<file path="src/rtl/led_ctrl_pkg.sv">
// Shared mode encoding, scan end points and the mode-stepping helper for led_mode_ctrl.
package led_ctrl_pkg;

    typedef enum logic [1:0] {
        MODE_COUNT  = 2'd0,
        MODE_SCAN   = 2'd1,
        MODE_BLINK  = 2'd2,
        MODE_MIRROR = 2'd3
    } mode_e;

    localparam logic [7:0] SCAN_FIRST = 8'h01;
    localparam logic [7:0] SCAN_LAST  = 8'h80;

    // Simultaneous forward and backward requests cancel out.
    function automatic mode_e mode_step(input mode_e cur, input logic fwd, input logic back);
        mode_e nxt;
        nxt = cur;
        if (fwd && !back) begin
            nxt = mode_e'(cur + 2'd1);
        end else if (back && !fwd) begin
            nxt = mode_e'(cur - 2'd1);
        end
        return nxt;
    endfunction

endpackage

</file>
<file path="src/rtl/led_mode_ctrl_btn_debounce.sv">
// Button conditioner: 2-FF synchroniser, stability counter, debounced level and
// a one-cycle pulse on each accepted rising level.
module btn_debounce #(
    parameter int DEBOUNCE_CYCLES = 250000
) (
    input  logic clk_i,
    input  logic rst_ni,
    input  logic btn_i,
    output logic level_o,
    output logic press_o
);

    localparam int CNT_W = (DEBOUNCE_CYCLES > 1) ? $clog2(DEBOUNCE_CYCLES) : 1;
    localparam logic [CNT_W-1:0] CNT_MAX = CNT_W'(DEBOUNCE_CYCLES - 1);

    logic             sync1_q;
    logic             sync2_q;
    logic [CNT_W-1:0] cnt_q;
    logic [CNT_W-1:0] cnt_d;
    logic             level_q;
    logic             level_d;
    logic             press_q;
    logic             press_d;

    always_ff @(posedge clk_i) begin
        if (!rst_ni) begin
            sync1_q <= 1'b0;
            sync2_q <= 1'b0;
            cnt_q   <= '0;
            level_q <= 1'b0;
            press_q <= 1'b0;
        end else begin
            sync1_q <= btn_i;
            sync2_q <= sync1_q;
            cnt_q   <= cnt_d;
            level_q <= level_d;
            press_q <= press_d;
        end
    end

    // The counter only runs while the synced input disagrees with the accepted level,
    // so any return to the old level restarts the stability window.
    always_comb begin
        cnt_d   = '0;
        level_d = level_q;
        press_d = 1'b0;
        if (sync2_q != level_q) begin
            if (cnt_q == CNT_MAX) begin
                level_d = sync2_q;
                press_d = sync2_q;
            end else begin
                cnt_d = cnt_q + CNT_W'(1);
            end
        end
    end

    assign level_o = level_q;
    assign press_o = press_q;

endmodule

</file>
<file path="src/rtl/led_mode_ctrl.sv">
// LED mode controller: counter / scanner / blink / switch-mirror patterns selected by
// two debounced buttons. Optional PWM dimming when LED_PWM_EN is defined.
module led_mode_ctrl
    import led_ctrl_pkg::*;
#(
    parameter int TICK_DIV        = 3125000,
    parameter int DEBOUNCE_CYCLES = 250000
) (
    input  logic       clk_25mhz,
    input  logic       rst_n,
    input  logic       btn_next,
    input  logic       btn_prev,
    input  logic [6:0] sw,
`ifdef LED_PWM_EN
    input  logic [2:0] brightness,
`endif
    output logic [7:0] led,
    output logic [1:0] mode
);

    localparam int TICK_W = $clog2(TICK_DIV);
    localparam logic [TICK_W-1:0] TICK_MAX = TICK_W'(TICK_DIV - 1);

    logic              next_level;
    logic              next_press;
    logic              prev_level;
    logic              prev_press;

    logic              sw_s1_q;
    logic [6:0]        sw_sync1_q;
    logic [6:0]        sw_sync2_q;

    mode_e             mode_q;
    mode_e             mode_d;
    logic              mode_chg;

    logic [TICK_W-1:0] tick_cnt_q;
    logic [TICK_W-1:0] tick_cnt_d;
    logic              tick;

    logic [7:0]        count_q;
    logic [7:0]        count_d;
    logic [7:0]        scan_q;
    logic [7:0]        scan_d;
    logic              scan_up_q;
    logic              scan_up_d;
    logic              blink_q;
    logic              blink_d;

    logic [7:0]        pattern;
    logic [7:0]        led_q;
    logic [7:0]        led_d;

    btn_debounce #(.DEBOUNCE_CYCLES(DEBOUNCE_CYCLES)) u_db_next (
        .clk_i   (clk_25mhz),
        .rst_ni  (rst_n),
        .btn_i   (btn_next),
        .level_o (next_level),
        .press_o (next_press)
    );

    btn_debounce #(.DEBOUNCE_CYCLES(DEBOUNCE_CYCLES)) u_db_prev (
        .clk_i   (clk_25mhz),
        .rst_ni  (rst_n),
        .btn_i   (btn_prev),
        .level_o (prev_level),
        .press_o (prev_press)
    );

    always_ff @(posedge clk_25mhz) begin
        if (!rst_n) begin
            sw_s1_q    <= 1'b0;
            sw_sync1_q <= '0;
            sw_sync2_q <= '0;
        end else begin
            sw_s1_q    <= 1'b1;
            sw_sync1_q <= sw;
            sw_sync2_q <= sw_sync1_q;
        end
    end

    // Mode FSM: state register
    always_ff @(posedge clk_25mhz) begin
        if (!rst_n) begin
            mode_q <= MODE_COUNT;
        end else begin
            mode_q <= mode_d;
        end
    end

    // Mode FSM: next state
    always_comb begin
        mode_d   = mode_q;
        mode_d   = mode_step(mode_q, next_press & next_level, prev_press & prev_level);
        mode_chg = (mode_d != mode_q);
    end

    assign tick = (tick_cnt_q == TICK_MAX);

    // A mode change restarts the prescaler and puts the new pattern at its entry value.
    always_comb begin
        tick_cnt_d = tick ? '0 : tick_cnt_q + TICK_W'(1);
        count_d    = count_q;
        scan_d     = scan_q;
        scan_up_d  = scan_up_q;
        blink_d    = blink_q;
        if (mode_chg) begin
            tick_cnt_d = '0;
            count_d    = 8'h00;
            scan_d     = SCAN_FIRST;
            scan_up_d  = 1'b1;
            blink_d    = 1'b0;
        end else if (tick) begin
            case (mode_q)
                MODE_COUNT: count_d = count_q + 8'd1;
                MODE_SCAN: begin
                    if (scan_q == SCAN_LAST) begin
                        scan_up_d = 1'b0;
                    end else if (scan_q == SCAN_FIRST) begin
                        scan_up_d = 1'b1;
                    end
                    scan_d = scan_up_d ? (scan_q << 1) : (scan_q >> 1);
                end
                MODE_BLINK: blink_d = ~blink_q;
                default: ;
            endcase
        end
    end

    always_ff @(posedge clk_25mhz) begin
        if (!rst_n) begin
            tick_cnt_q <= '0;
            count_q    <= 8'h00;
            scan_q     <= SCAN_FIRST;
            scan_up_q  <= 1'b1;
            blink_q    <= 1'b0;
        end else begin
            tick_cnt_q <= tick_cnt_d;
            count_q    <= count_d;
            scan_q     <= scan_d;
            scan_up_q  <= scan_up_d;
            blink_q    <= blink_d;
        end
    end

    always_comb begin
        pattern = 8'h00;
        case (mode_q)
            MODE_COUNT:  pattern = count_q;
            MODE_SCAN:   pattern = scan_q;
            MODE_BLINK:  pattern = {8{blink_q}};
            MODE_MIRROR: pattern = {1'b0, sw_sync2_q & {7{sw_s1_q}}};
            default:     pattern = 8'h00;
        endcase
    end

`ifdef LED_PWM_EN
    logic [2:0] pwm_cnt_q;

    always_ff @(posedge clk_25mhz) begin
        if (!rst_n) begin
            pwm_cnt_q <= 3'd0;
        end else begin
            pwm_cnt_q <= pwm_cnt_q + 3'd1;
        end
    end

    // On for pwm_cnt 0..brightness, giving (brightness+1)/8 duty.
    assign led_d = pattern & {8{pwm_cnt_q <= brightness}};
`else
    assign led_d = pattern;
`endif

    always_ff @(posedge clk_25mhz) begin
        if (!rst_n) begin
            led_q <= 8'h00;
        end else begin
            led_q <= led_d;
        end
    end

    assign led  = led_q;
    assign mode = mode_q;

endmodule

</file>
<file path="config.mk">
export PLATFORM = sky130hd
export DESIGN_NAME = led_mode_ctrl
export DESIGN_NICKNAME = d
export VERILOG_FILES = /design/src/rtl/led_ctrl_pkg.sv /design/src/rtl/led_mode_ctrl_btn_debounce.sv /design/src/rtl/led_mode_ctrl.sv
export SDC_FILE = /design/constraint.sdc
export NUM_CORES = 1
export LEC_CHECK = 0
export BUFFER_PORTS_ARGS = -buffer_cell sky130_fd_sc_hd__buf_2
export CAP_MARGIN = 20
export CORE_MARGIN = 5
export CORE_UTILIZATION = 45
export DETAILED_ROUTE_END_ITERATION = 10
export PLACE_DENSITY = 0.65
export SYNTH_ARGS = -nofsm -noshare
export SYNTH_HDL_FRONTEND = slang
export SYNTH_HIERARCHICAL = 1
export SYNTH_SLANG_ARGS = --single-unit
</file>
<file path="constraint.sdc">
create_clock -name clk_25mhz -period 4.3 [get_ports clk_25mhz]
set_clock_uncertainty 0.1 [all_clocks]
set_input_delay 0.43 -clock clk_25mhz [delete_from_list [all_inputs] [get_ports clk_25mhz]]
set_output_delay 0.43 -clock clk_25mhz [all_outputs]
set_load 0.01 [all_outputs]
</file>
==> results of run 1 <==
==> sequential cells by signal, indices dropped and copies added, names as in the netlist <==
signal,flops
u_db_next/cnt_q,18
count_q,8
blink_q,1
u_db_prev/sync1_q,1
scan_q,8
u_db_next/sync1_q,1
u_db_prev/cnt_q,18
u_db_prev/press_o,1
sw_sync1_q,7
u_db_next/press_o,1
led,8
u_db_next/level_o,1
scan_up_q,1
tick_cnt_q,22
mode,2
sw_s1_q,1
u_db_prev/level_o,1
u_db_prev/sync2_q,1
sw_sync2_q,7
u_db_next/sync2_q,1
==> worst max-delay path by stage <==
stage	to	from	slack (ps)	cells after the start
after floorplan	tick_cnt_q[18]	tick_cnt_q[0]	2510	6
after global placement	count_q[4]	tick_cnt_q[8]	2080	4
after detailed placement	count_q[2]	tick_cnt_q[8]	1970	4
after CTS	count_q[2]	tick_cnt_q[8]	1950	4
after global routing	count_q[6]	tick_cnt_q[8]	1750	4
final	count_q[6]	tick_cnt_q[8]	1940	4
==> Yosys cell counts (7+ instances only) <==
master | n | share of area (%)
dfxtp_1 | 109 | 45
nor2_1 | 53 | 4.1
a21oi_1 | 34 | 3.5
xnor2_1 | 31 | 5.6
and2_1 | 28 | 3.6
o21ai_0 | 22 | 2.3
nand2_1 | 20 | 1.6
nand4_1 | 20 | 2.6
nand3_1 | 18 | 1.9
inv_1 | 16 | 1.2
clkbuf_1 | 15 | 1.2
xor2_1 | 15 | 2.7
or3_1 | 14 | 1.8
o31ai_1 | 13 | 2.0
or4_1 | 13 | 2.0
nor4_1 | 12 | 1.6
nor3_1 | 11 | 1.1
and4_1 | 9 | 1.6
ha_1 | 8 | 2.1
a22oi_1 | 7 | 1.1
==> layout make-up <==
class                      instances  area share, %
clock buffer                      10          2.451
clock inverter                     5          1.922
inverter                          16          1.153
multi-input combinational        379          47.24
sequential                       109          41.90
tap                              136          3.268
timing repair buffer              21          2.066
==> per-layer routing <==
layer  share of wire (%)  GRT usage, %  up-vias
met2                  46         23.91       67
li1                    -             -     1911
met5                   0             0        -
met3                 5.0         4.509       14
met4                 1.7         6.490        0
met1                  47         19.33     1717
==> stage by stage <==
stage	worst slack [ps]	instance area, um2
after detailed placement	1975	4980
final	1941	5207
after global routing	1755	5207
after global placement	2079	4980
after floorplan	2506	4831
after CTS	1950	5207
==> where the power goes <==
part / internal (uW) / leakage [uW] / switching, uW
Sequential: 1020 / 0.000883 / 5.32
Clock: 382 / 0.000116 / 319
Combinational: 11.6 / 0.000789 / 17.4
Total: 1410 / 0.00179 / 342
==> kinds of logic after synthesis <==
family / after synthesis / share of synthesized area (%)
AOI/OAI and AO/OA: 92 / 11.58
xor gates and xnor gates: 46 / 8.340
adders and majority gates: 8 / 2.072
buffers and inverters: 42 / 3.911
DFF: 109 / 45.17
muxes: 4 / 0.8288
and+or+nand+nor: 229 / 28.10
==> metrics.md, run 1 <==
| Metric | Value |
|---|---|
| Status | finished, final reports clean |
| Clock Sinks | 109 |
| Asr flop ratio synth | 0% |
| Min Clock Period, post-route | 2359 ps |
| Hold slack | 161.9 ps |
| Post-layout nets | 555 |
| Grt ovf | 0 |
| Post-CTS Resized | 0 |
| Hold WC Path Type | in -> reg |
| CP endpoint kind | flip-flop |
| Crit path buffers/inverters | 0 |
| CTS Hold Bufs | 0 |
| Synth Cell Area | 4831 um2 |
| Clk buf depth | 2 |
| Reg2reg start | tick_cnt_q[8] |
| Detailed-route via count | 3,709 |
| H-tree levels | 3 |
| Hold endpoint | u_db_prev/sync1_q |
| GR Util All Layers | 15.18% |
| Critical path data arrival time | 2540 ps |
| Final setup vio count | 0 |
| Initial Util | 46.38% |
| CP Cell Sequence | and4bb_1 > nand4_2 > or4_1 > a21oi_1 |
| Final ANT Viol Nets | 0 |
| Leak | 0.001788 uW |
| CP Launch Type | flip-flop |
| Post-Route WL | 9.244 mm |
| Hold Crit Depth | 2 |
| Clk_lat worst skew | 370 ps |
| First-pass GRT wire length | 16.39 mm |
| Path depth of the worst reg2reg path | 4 |
| Fraction of layout cells with a size suffix above 1 | 9.074% |
| Initial antenna violation count | 0 |
| Final hold viol count | 0 |
| Post-synth EDFFs | 0 |
| Top FF cell, synth | dfxtp_1 |
| Setup TNS | 0 ps |
| Synthesis Warnings | 6 |
| R2R Setup Slk | 1940 ps |
| RSZ-0062 raised after global routing | false |
| Yosys reg bits | 109 |
| TritonCTS clock tree | yes |
| Highest clock rate | 423.9 MHz |
| Worst-margin pin slew | 788.7 ps |
| Starting DRT DRC Count | 205 |
| Critical-path top delay cell | or4_1 |
| Via density | 5.487 |
| First drt pass iteration count | 5 |
| Family with the most delay on the worst path | simple AND/OR/NAND/NOR gates |
| Core area | 10,420 um2 |
| Placed insts | 661 |
| Post-CTS setup repair buffer count | 0 |
| Maxcap violations | 0 |
| HPWL after detailed placement | 6.346 mm |
| Crit Path Class | reg -> reg |
| Seq/Total Area, Yosys | 45.17% |
| Worst slew margin | 47.42% |
| Clk slew on worst S/H paths | 90 ps |
| Post-route DRC | 0 |
| Most frequent cells in the layout | dfxtp_1 (109), nor2_1 (53), a21oi_1 (34) |
| Die area | 12,910 um2 |
| Post-route core utilization | 49.99% |
| Ports | 21 |
| Die X | 113.6 um |
| N_diodes | 0 |
| Die Span Y | 113.6 um |
| Vias in the first global route | 3,561 |
| Reg2reg end | count_q[6] |
| Placer Congestion | 0.7903 |
| Fin crit share | 54.86% |
| Power Density | 337.0 nW/um2 |
| Slew Limit Fails | 0 |
| Commonest non-fill, non-tap cell in the layout | dfxtp_1 |
| Total area of sequential cells | 2182 um2 |
| Area of the multi-input gates | 2460 um2 |
| Yosys cell types | 48 |
| Area Growth Syn to Fin | 7.796% |
| Num CTS Buffers | 9 |
| Syn avg cell area | 9.115 um2 |
| Row Count | 37 |
| Hold path startpoint | btn_prev |
| Fill cells | 974 |
| Total power | 1755 uW |
| Port Buffers | 20 |
| CTS Root Cell | clkbuf_8 |
| Net Count, Synth | 549 |
| Fin cells | 676 |
| Synthesized instance count | 530 |
| CP required | 4480 ps |
| Pin count of the biggest net entering global routing | 38 |
| Crit path max fanout | 30 |
| Largest stage delay, worst path | 700 ps |
| Wire per inst | 13.67 um |
| Peak supply drop | 0.0002085 V |
No activity file was read; power rests on OpenSTA's default activity.
==> run 2: changes to the inputs <==
==> constraint.sdc (replaced) <==
create_clock -name clk_25mhz -period 2.31 [get_ports clk_25mhz]
set_clock_uncertainty 0.1 [all_clocks]
set_input_delay 0.231 -clock clk_25mhz [delete_from_list [all_inputs] [get_ports clk_25mhz]]
set_output_delay 0.231 -clock clk_25mhz [all_outputs]
set_load 0.01 [all_outputs]
==> metrics.md, run 2 (same netlist as run 1, synthesis figures left out) <==
| Metric | Value |
|---|---|
| Most flop-heavy register | tick_cnt_q |
| Hold WC Path Type | in -> reg |
| Post-route DRC | 0 |
| Max reg flops | 22 |
| Worst slew margin | 69.13% |
| Fin crit share | 82.45% |
| N_diodes | 0 |
| Highest clock rate | 525.0 MHz |
| Clock Sinks | 109 |
| HPWL after detailed placement | 6.666 mm |
| Post-route core utilization | 51.17% |
| Die X | 113.6 um |
| Initial Util | 46.38% |
| First drt pass iteration count | 4 |
| First-pass GRT wire length | 16.80 mm |
| Ports | 21 |
| Crit. path cell count | 4 |
| Detailed-route via count | 3,800 |
| CTS Hold Bufs | 9 |
| Port Buffers | 20 |
| Reg2reg start | tick_cnt_q[9] |
| Largest stage delay, worst path | 520 ps |
| Die Span Y | 113.6 um |
| DP Area | 5040 um2 |
| Slew Limit Fails | 0 |
| Crit path max fanout | 15 |
| Pin count of the biggest net entering global routing | 31 |
| Post-CTS Resized | 0 |
| Peak supply drop | 0.0005160 V |
| GR Util All Layers | 15.73% |
| CP Cell Sequence | and4_1 > nand3_2 > or4_1 > a21oi_1 |
| Critical path data arrival time | 2110 ps |
| Fill cells | 1,008 |
| CP required | 2520 ps |
| Starting DRT DRC Count | 195 |
| Maxcap violations | 0 |
| Status | finished, final reports clean |
| Post-layout nets | 572 |
| CP endpoint kind | flip-flop |
| CP Launch Type | flip-flop |
| Total area of sequential cells | 2182 um2 |
| Clk_lat worst skew | 380 ps |
| Biggest regs | tick_cnt_q: 22 flops, u_db_next/cnt_q: 18 flops, u_db_prev/cnt_q: 18 flops |
| Most frequent cells in the layout | dfxtp_1 (109), nor2_1 (53), a21oi_1 (34) |
| Path depth of the worst reg2reg path | 4 |
| Area of the multi-input gates | 2460 um2 |
| Critical-path top delay cell | or4_1 |
| Num CTS Buffers | 9 |
| RSZ-0062 raised after global routing | false |
| Design Area, Final | 5330 um2 |
| Crit Path Class | reg -> reg |
| Post-Route WL | 9.506 mm |
| Final hold viol count | 0 |
| Leak | 0.001845 uW |
| Row Count | 37 |
| H-tree levels | 3 |
| Initial antenna violation count | 0 |
| Placer Congestion | 0.7786 |
| Die area | 12,910 um2 |
| Crit path buffers/inverters | 0 |
| Clk buf depth | 2 |
| Area Growth Syn to Fin | 10.33% |
| R2R Setup Slk | 410 ps |
| Final setup vio count | 0 |
| CP Launch Point | tick_cnt_q[9] |
| Commonest non-fill, non-tap cell in the layout | dfxtp_1 |
| End of the critical path | count_q[3] |
| TritonCTS clock tree | yes |
| Power Density | 589.1 nW/um2 |
| Hold slack | 70.41 ps |
| Clk slew on worst S/H paths | 100 ps |
| Reg2reg end | count_q[3] |
| Vias in the first global route | 3,594 |
| Family with the most delay on the worst path | simple AND/OR/NAND/NOR gates |
| Via density | 5.476 |
| Min Clock Period, post-route | 1905 ps |
| Wire per inst | 13.70 um |
| Worst-margin pin slew | 456.7 ps |
| Grt ovf | 0 |
| Fraction of layout cells with a size suffix above 1 | 10.39% |
| Setup TNS | 0 ps |
| Post-CTS setup repair buffer count | 0 |
| Final ANT Viol Nets | 0 |
| CTS Root Cell | clkbuf_8 |
| Core area | 10,420 um2 |
run 2: power breakdown:
group / internal [uW] / switching, uW
logic: 34.7 / 34.7
registers: 1900 / 9.95
clock network: 511 / 651
run 2: area by class of cell:
class	count	area share, %
Multi-Input combinational cell	379	46.15
Sequential cell	109	40.94
Timing Repair Buffer	38	4.836
Tap cell	136	3.192
Clock buffer	10	2.394
Clock inverter	6	1.362
Inverter	16	1.127
run 2: worst register-to-register path: stages (launching register included):
cell,delay (ps)
dfxtp_1,400
and4_1,380
nand3_2,270
or4_1,530
a21oi_1,160
run 2: worst min path at each step:
stage | start | to | depth (start not counted)
2_1_floorplan | rst_n | sw_s1_q | 0
3_3_place_gp | u_db_prev/sync1_q | u_db_prev/sync2_q | 1
3_5_place_dp | sw_sync1_q[0] | sw_sync2_q[0] | 1
4_1_cts | rst_n | u_db_next/press_o | 3
5_1_grt | rst_n | u_db_next/press_o | 3
6_report | rst_n | u_db_next/press_o | 3
run 2: per-layer routing:
metal | part of all wire, % | wire [um] | GRT usage [%] | vias to the layer above
met3 | 3.9 | 375 | 4.350 | 15
met1 | 48 | 4576 | 20.65 | 1780
met5 | 0 | 0 | 0 | -
li1 | - | - | - | 1958
met4 | 1.6 | 155 | 5.449 | 0
met2 | 46 | 4399 | 24.89 | 47
run 2: through the flow:
step | power [uW] | worst slack [ps] | std cells
after floorplan | 1987 | 515.6 | 530
after global placement | 2009 | 467.2 | 669
after detailed placement | 2012 | 417.1 | 669
after CTS | 3191 | 392.6 | 694
after global routing | 3281 | 178.0 | 694
final | 3140 | 405.4 | 694
